$ cat src/rtl/fetch_redirect_ctrl.sv
// Fetch PC redirect sequencer: orders branch redirects behind the MIPS delay slot and buffers them across stalls.
// Optional statistics counters are built when FETCH_REDIRECT_STATS_EN is defined.
module fetch_redirect_ctrl #(
  parameter int ADDR_W = 32,
  parameter int CNT_W  = 32
) (
  input  logic              clk,
  input  logic              rst,
  input  logic              stall_req,
  input  logic              except_flush,
  input  logic              br_valid,
  input  logic [ADDR_W-1:0] br_target,
  input  logic              br_ds_fetched,
  input  logic              ds_fetch_done,
  output logic              hold_pc,
  output logic              jump,
  output logic [ADDR_W-1:0] jump_to,
  output logic              kill_fetch,
  output logic              busy,
  output logic [CNT_W-1:0]  redirect_cnt,
  output logic [CNT_W-1:0]  drop_cnt
);

  // state      | meaning
  // ST_IDLE    | no redirect outstanding
  // ST_WAIT_DS | target latched, delay-slot fetch still outstanding
  // ST_PENDING | ready to issue, blocked by stall_req
  typedef enum logic [1:0] {
    ST_IDLE    = 2'd0,
    ST_WAIT_DS = 2'd1,
    ST_PENDING = 2'd2
  } state_e;

  state_e            state_q, state_d;
  logic [ADDR_W-1:0] tgt_q, tgt_d;
  logic              kill_q, kill_d;

  always_comb begin
    state_d = state_q;
    tgt_d   = tgt_q;
    jump    = 1'b0;
    jump_to = tgt_q;
    hold_pc = stall_req & ~except_flush;
    if (except_flush) begin
      state_d = ST_IDLE;
    end else begin
      unique case (state_q)
        ST_IDLE: begin
          if (br_valid) begin
            if (br_ds_fetched && !stall_req) begin
              jump    = 1'b1;
              jump_to = br_target;
            end else begin
              tgt_d   = br_target;
              state_d = br_ds_fetched ? ST_PENDING : ST_WAIT_DS;
            end
          end
        end
        ST_WAIT_DS: begin
          if (ds_fetch_done) begin
            if (stall_req) begin
              state_d = ST_PENDING;
            end else begin
              jump    = 1'b1;
              state_d = ST_IDLE;
            end
          end
        end
        ST_PENDING: begin
          if (!stall_req) begin
            jump    = 1'b1;
            state_d = ST_IDLE;
          end
        end
        default: state_d = ST_IDLE;
      endcase
    end
    kill_d = jump & ~except_flush;
  end

  always_ff @(posedge clk) begin
    if (!rst) begin
      state_q <= ST_IDLE;
      tgt_q   <= '0;
      kill_q  <= 1'b0;
    end else begin
      state_q <= state_d;
      tgt_q   <= tgt_d;
      kill_q  <= kill_d;
    end
  end

  assign kill_fetch = kill_q;
  assign busy       = (state_q != ST_IDLE);

`ifdef FETCH_REDIRECT_STATS_EN
  // A branch is lost when a new one arrives while busy, or a flush discards the held one.
  logic             drop_evt;
  logic [CNT_W-1:0] redirect_cnt_q, drop_cnt_q;

  assign drop_evt = (state_q != ST_IDLE) & (except_flush | br_valid);

  always_ff @(posedge clk) begin
    if (!rst) begin
      redirect_cnt_q <= '0;
      drop_cnt_q     <= '0;
    end else begin
      if (jump)     redirect_cnt_q <= redirect_cnt_q + 1'b1;
      if (drop_evt) drop_cnt_q     <= drop_cnt_q + 1'b1;
    end
  end

  assign redirect_cnt = redirect_cnt_q;
  assign drop_cnt     = drop_cnt_q;
`else
  assign redirect_cnt = '0;
  assign drop_cnt     = '0;
`endif

endmodule

$ cat config.mk
export PLATFORM = sky130hd
export DESIGN_NAME = fetch_redirect_ctrl
export DESIGN_NICKNAME = d
export VERILOG_FILES = /design/src/rtl/fetch_redirect_ctrl.sv
export SDC_FILE = /design/constraint.sdc
export NUM_CORES = 1
export LEC_CHECK = 0
export CORE_UTILIZATION = 25
export CTS_CLUSTER_DIAMETER = 50
export CTS_CLUSTER_SIZE = 8
export DETAILED_ROUTE_END_ITERATION = 16
export DONT_BUFFER_PORTS = 1
export PLACE_DENSITY = 0.5
export SYNTH_ARGS = -nofsm -noshare
export SYNTH_HDL_FRONTEND = slang
export SYNTH_SLANG_ARGS = --single-unit
$ cat constraint.sdc
create_clock -name clk -period 1.4 [get_ports clk]
set_input_delay 0.14 -clock clk [delete_from_list [all_inputs] [get_ports clk]]
set_output_delay 0.14 -clock clk [all_outputs]
set_load 0.05 [all_outputs]
Word-level counts from Yosys, hierarchy flattened
Cells that the tools add are included.
{"block": "totals", "reg_bits": 35, "output_inout_bits": 100, "in_bits": 39, "elab_cells": 38}
{"block": "op_classes", "n_eq_ne": 6, "n_mux": 17, "reduce_logical": 7, "bitwise_logic": 5}
{"cell": "32-bit two-way mux", "count": 4}
{"cell": "2-bit two-way mux", "count": 6}
{"cell": "2-bit inequality test, second input constant", "count": 4}
{"cell": "4-bit AND reduction", "count": 2}
{"cell": "2-bit one-hot mux with 3 select lines", "count": 1}
{"cell": "1-bit two-way mux", "count": 5}
{"cell": "1-bit NOT", "count": 3}
{"cell": "1-bit one-hot mux with 3 select lines", "count": 1}
{"cell": "1-bit AND", "count": 2}
{"cell": "2-bit by 1-bit equality test with 1-bit output, second input constant", "count": 1}
{"cell": "2-bit equality test, second input constant", "count": 1}
{"cell": "2-bit zero test", "count": 1}
{"cell": "2-bit nonzero test", "count": 1}
{"cell": "2-bit OR reduction", "count": 1}
{"cell": "1-bit logical AND", "count": 1}
{"cell": "1-bit zero test", "count": 1}

Depth between registers and ports, before layout
Gate-level depths: netlist of run 1.
{"block": "logic_depth", "word_depth": 7, "depth_mapped": 5, "mapped_depth_nobuf": 4}

Worst setup path before layout of run 1
Ideal clock, no wire load.
{"block": "synth_timing", "path_kind": "register -> output", "from": "register state_q[1]", "to": "output jump", "n_path_buf": 0, "path_stages_with_launch": 4, "slack_ns": -0.474, "required_time_ns": 1.260, "t_arrival_ns": 1.734, "cell_sequence": "dfxtp_1 > nand2b_1 > a22o_1 > nor3_1"}
{"block": "synth_between", "elab_chain_len": 3, "elab_cells_between_ends": 5, "cone_classes": "eq/ne: 2; mux: 2; reduce/logical: 1"}
{"item": "start: declaration", "line_no": "34", "rtl": "state_e state_q, state_d;"}
{"item": "start signal: assignment", "line_no": "87", "rtl": "state_q <= state_d;"}
{"item": "2-bit equality test, or another cell as far along", "line_no": "47", "rtl": "unique case (state_q)"}
{"item": "1-bit one-hot mux with 3 select lines (*)", "line_no": "47"}
{"item": "1-bit two-way mux (*)", "line_no": "44", "rtl": "if (except_flush) begin"}
{"item": "end: declaration", "line_no": "16", "rtl": "output logic jump,"}
Every way passes the cells marked *; elsewhere a longest branch is shown, timed or not.

Final worst setup path of run 1
{"block": "layout_timing", "from": "register state_q[1]", "to": "output jump_to[0]"}
{"block": "layout_between", "elab_chain_len": 3}
{"item": "2-bit zero test", "line_no": "47"}
{"item": "32-bit two-way mux", "line_no": "47"}
{"item": "32-bit two-way mux", "line_no": "44"}
{"item": "end: declaration", "line_no": "17", "rtl": "output logic [ADDR_W-1:0] jump_to,"}
No other way between the ends.

==> flow_summary.ini, run 1 <==
[cts]
clockRootBuffer = clkbuf_8
cts_buffers = 5
clk_latency_ns = 0.29
cts.path.max_buffers = 2
cts_tree = yes
cts.sinks = 35
clkSlewWorstSetupHoldPaths_ns = 0.08
h-tree-depth = 2

[grt]
grt_pass1_vias = 1845
grt-ovfl-total = 0
antenna_found_initial = 0
track_usage_pct = 12.4
grt_max_degree = 30
grt_first_pass_wirelength_um = 9280

[floorplanning]
coreArea_sq_um = 8810
die_height_um = 97.9
rows = 34
start_util_pct = 26.1
die_x_um = 97.9
die_area_sq_um = 9590
ios = 139

[worst_setup_path]
critical_path.endpoint_type = primary output
reg2reg_from = state_q[1]
path_class = flip-flop to primary output
critPathLaunchType = flip-flop
crit_arrival_ns = 1.64
startpoint = state_q[1]
cp.required_ns = 1.26
cp_max_fo = 8

[run_status]
outcome = finished with violations
violations = design-rule violations, negative setup slack

[route]
vias = 1824
drt-wirelength-per-cell_um = 13.9
routed_wl_um = 6120
drt_pre_antenna_iters = 10
drc = 10
ant_nets = 0
routed_via_density = 4.15
drt_iter0_drc = 41

[synthesis]
synth_seq_cells = 35
yosys-top-cells-area = dfxtp_1, buf_4, mux2_1
synth-seq-area-share_pct = 30.5
synth_warnings = 0
syn_area_per_cell_sq_um = 8.92
syn_area_sq_um = 2300
synth_cells = 258
synth-async-reset-ratio_pct = 0
synth_edf_count = 0
ys_types = 22
yosysTopAreaCell = dfxtp_1
ys.flop_type = dfxtp_1
synth_top_area_share_pct = 30.5

[power_and_ir_drop]
combPwrFrac_pct = 37.9
powerDensity_nw_per_um2 = 890
power_leakage_nw = 1.48
power_frac_clock_pct = 25.4
p_int_mw = 1.72
switchingPower_mw = 1.18
netSwitchingFraction_pct = 40.7
pwr-share-seq_pct = 36.7
ir_worst_vdd_mv = 0.372
finalPower_mw = 2.90

[timing]
worst_slew_pin_slew_ns = 1.00
fmax_ghz = 0.562
hold_viol = 0
maxSlewViolCount = 0
tns_ns = -17.43
finalSetupViolCount = 66
holdWs_ns = 0.00916
relSlewSlack_pct = 32.9
finalCritPeriodShare_pct = 127
period_needed_ns = 1.78
rsz0062_at_grt = true
worst_slack_ns = -0.379
skew_ns = 0.00495

[cells_and_area]
fin_util_pct = 37.0
final_nets = 369
final_common_cell = nand2_1
fin_cells = 439
num_antenna_cells = 0
drive_above_1_share_pct = 21.1
layout-area-overhead-vs-synth_pct = 41.8
final_cell_mix = nand2_1, conb_1, dlygate4sd3_1

[hold_path]
hp-class = input pin to flip-flop
hp-start = rst

[place]
dpl.hpwl_um = 3160
place.gp.congestion = 0.619
place_inst = 363
io_buffer_count = 0

[run]
cap_violations = 0
==> path summary, 6_finish.rpt <==
check | slack (ns) | endpoint | cells past startpoint
hold reg to reg | 0.46 | tgt_q[5] | 2
hold / removal | 0.009 | tgt_q[15] | 2
setup reg to reg | -0.24 | tgt_q[12] | 9
setup / recovery | -0.38 | jump_to[0] | 6
==> metrics by stage <==
step / area, sq um / setup WS [ns]
floorplan: 2670 / -0.0715
global placement: 2350 / -0.119
detailed placement: 2350 / -0.139
CTS: 3190 / -0.360
global route: 3260 / -0.434
finish: 3260 / -0.379
==> power by group through the flow <==
stage	registers, mW	logic [mW]	clock network, mW
finish	1.07	1.10	0.737
global route	1.07	1.15	0.823
CTS	1.07	1.08	0.794
detailed placement	1.09	0.866	0
global placement	1.09	0.861	0
floorplan	1.08	0.980	0
==> layer usage <==
layer	share of wire [%]	global-route usage, %	wire [um]	up-vias
li1	-	-	-	860
met1	44	14.9	2680	882
met2	50	22.1	3030	77
met3	6.0	2.86	369	5
met4	0.57	2.80	35	0
met5	0	0	0	-
==> timing repair <==
action                                  in CTS  in global routing
pin swaps                                    2                  2
buffers inserted                             5                  5
cloned                                       3                  1
hold buffers                                57                  0
endpoints found under the setup margin      65                 66
resized for setup                           10                 18
hold endpoints to repair                    34                  0
==> layout make-up <==
cell class	instances	area [sq um]
fillers	883	5540
multi-input cells	208	1420
repair buffers	79	906
flip-flops and latches	35	706
well taps	108	135
clock buffers	5	68.8
clock inverters	3	15.0
inverters	1	8.76
==> state kept, by name (all words and copies together), names as in the netlist <==
name and cells:
kill_fetch 1, state_q 2, tgt_q 32
==> cells in the mapped netlist (2+ instances only) <==
cell type / instances
mux2i_1: 32
nand2_1: 65
nand2b_1: 2
buf_1: 3
buf_2: 3
nor2b_1: 2
clkbuf_1: 4
buf_6: 3
mux2_1: 32
nor3_1: 3
dfxtp_1: 35
buf_4: 64
==> logic make-up after synthesis <==
logic type / Yosys count / share of synthesized area [%]
AO/OA/AOI/OAI: 2 / 0.598
multiplexers: 64 / 29.6
buffers and inverters: 78 / 24.3
AND/OR/NAND/NOR: 78 / 14.9
flip-flops: 35 / 30.5
other: 1 / 0.163
==> worst max-delay path, stage by stage, from the launching register on <==
cell,delay [ns]
dfxtp_4,0.36
nor2_4,0.11
nand4b_1,0.13
buf_6,0.16
buf_12,0.14
mux2_4,0.30
buf_6,0.15
No activity file was read; power rests on OpenSTA's default activity.
==> run 2, diff against run 1 <==
- CTS_CLUSTER_SIZE: 8 -> 10
==> results of run 2 <==
The final DEF is identical to that of run 1; final timing and power are the same.
==> run 3, diff against run 2 <==
- CTS_CLUSTER_DIAMETER: 50 -> 200
==> results of run 3 <==
The final DEF is identical to that of run 1; final timing and power are the same.
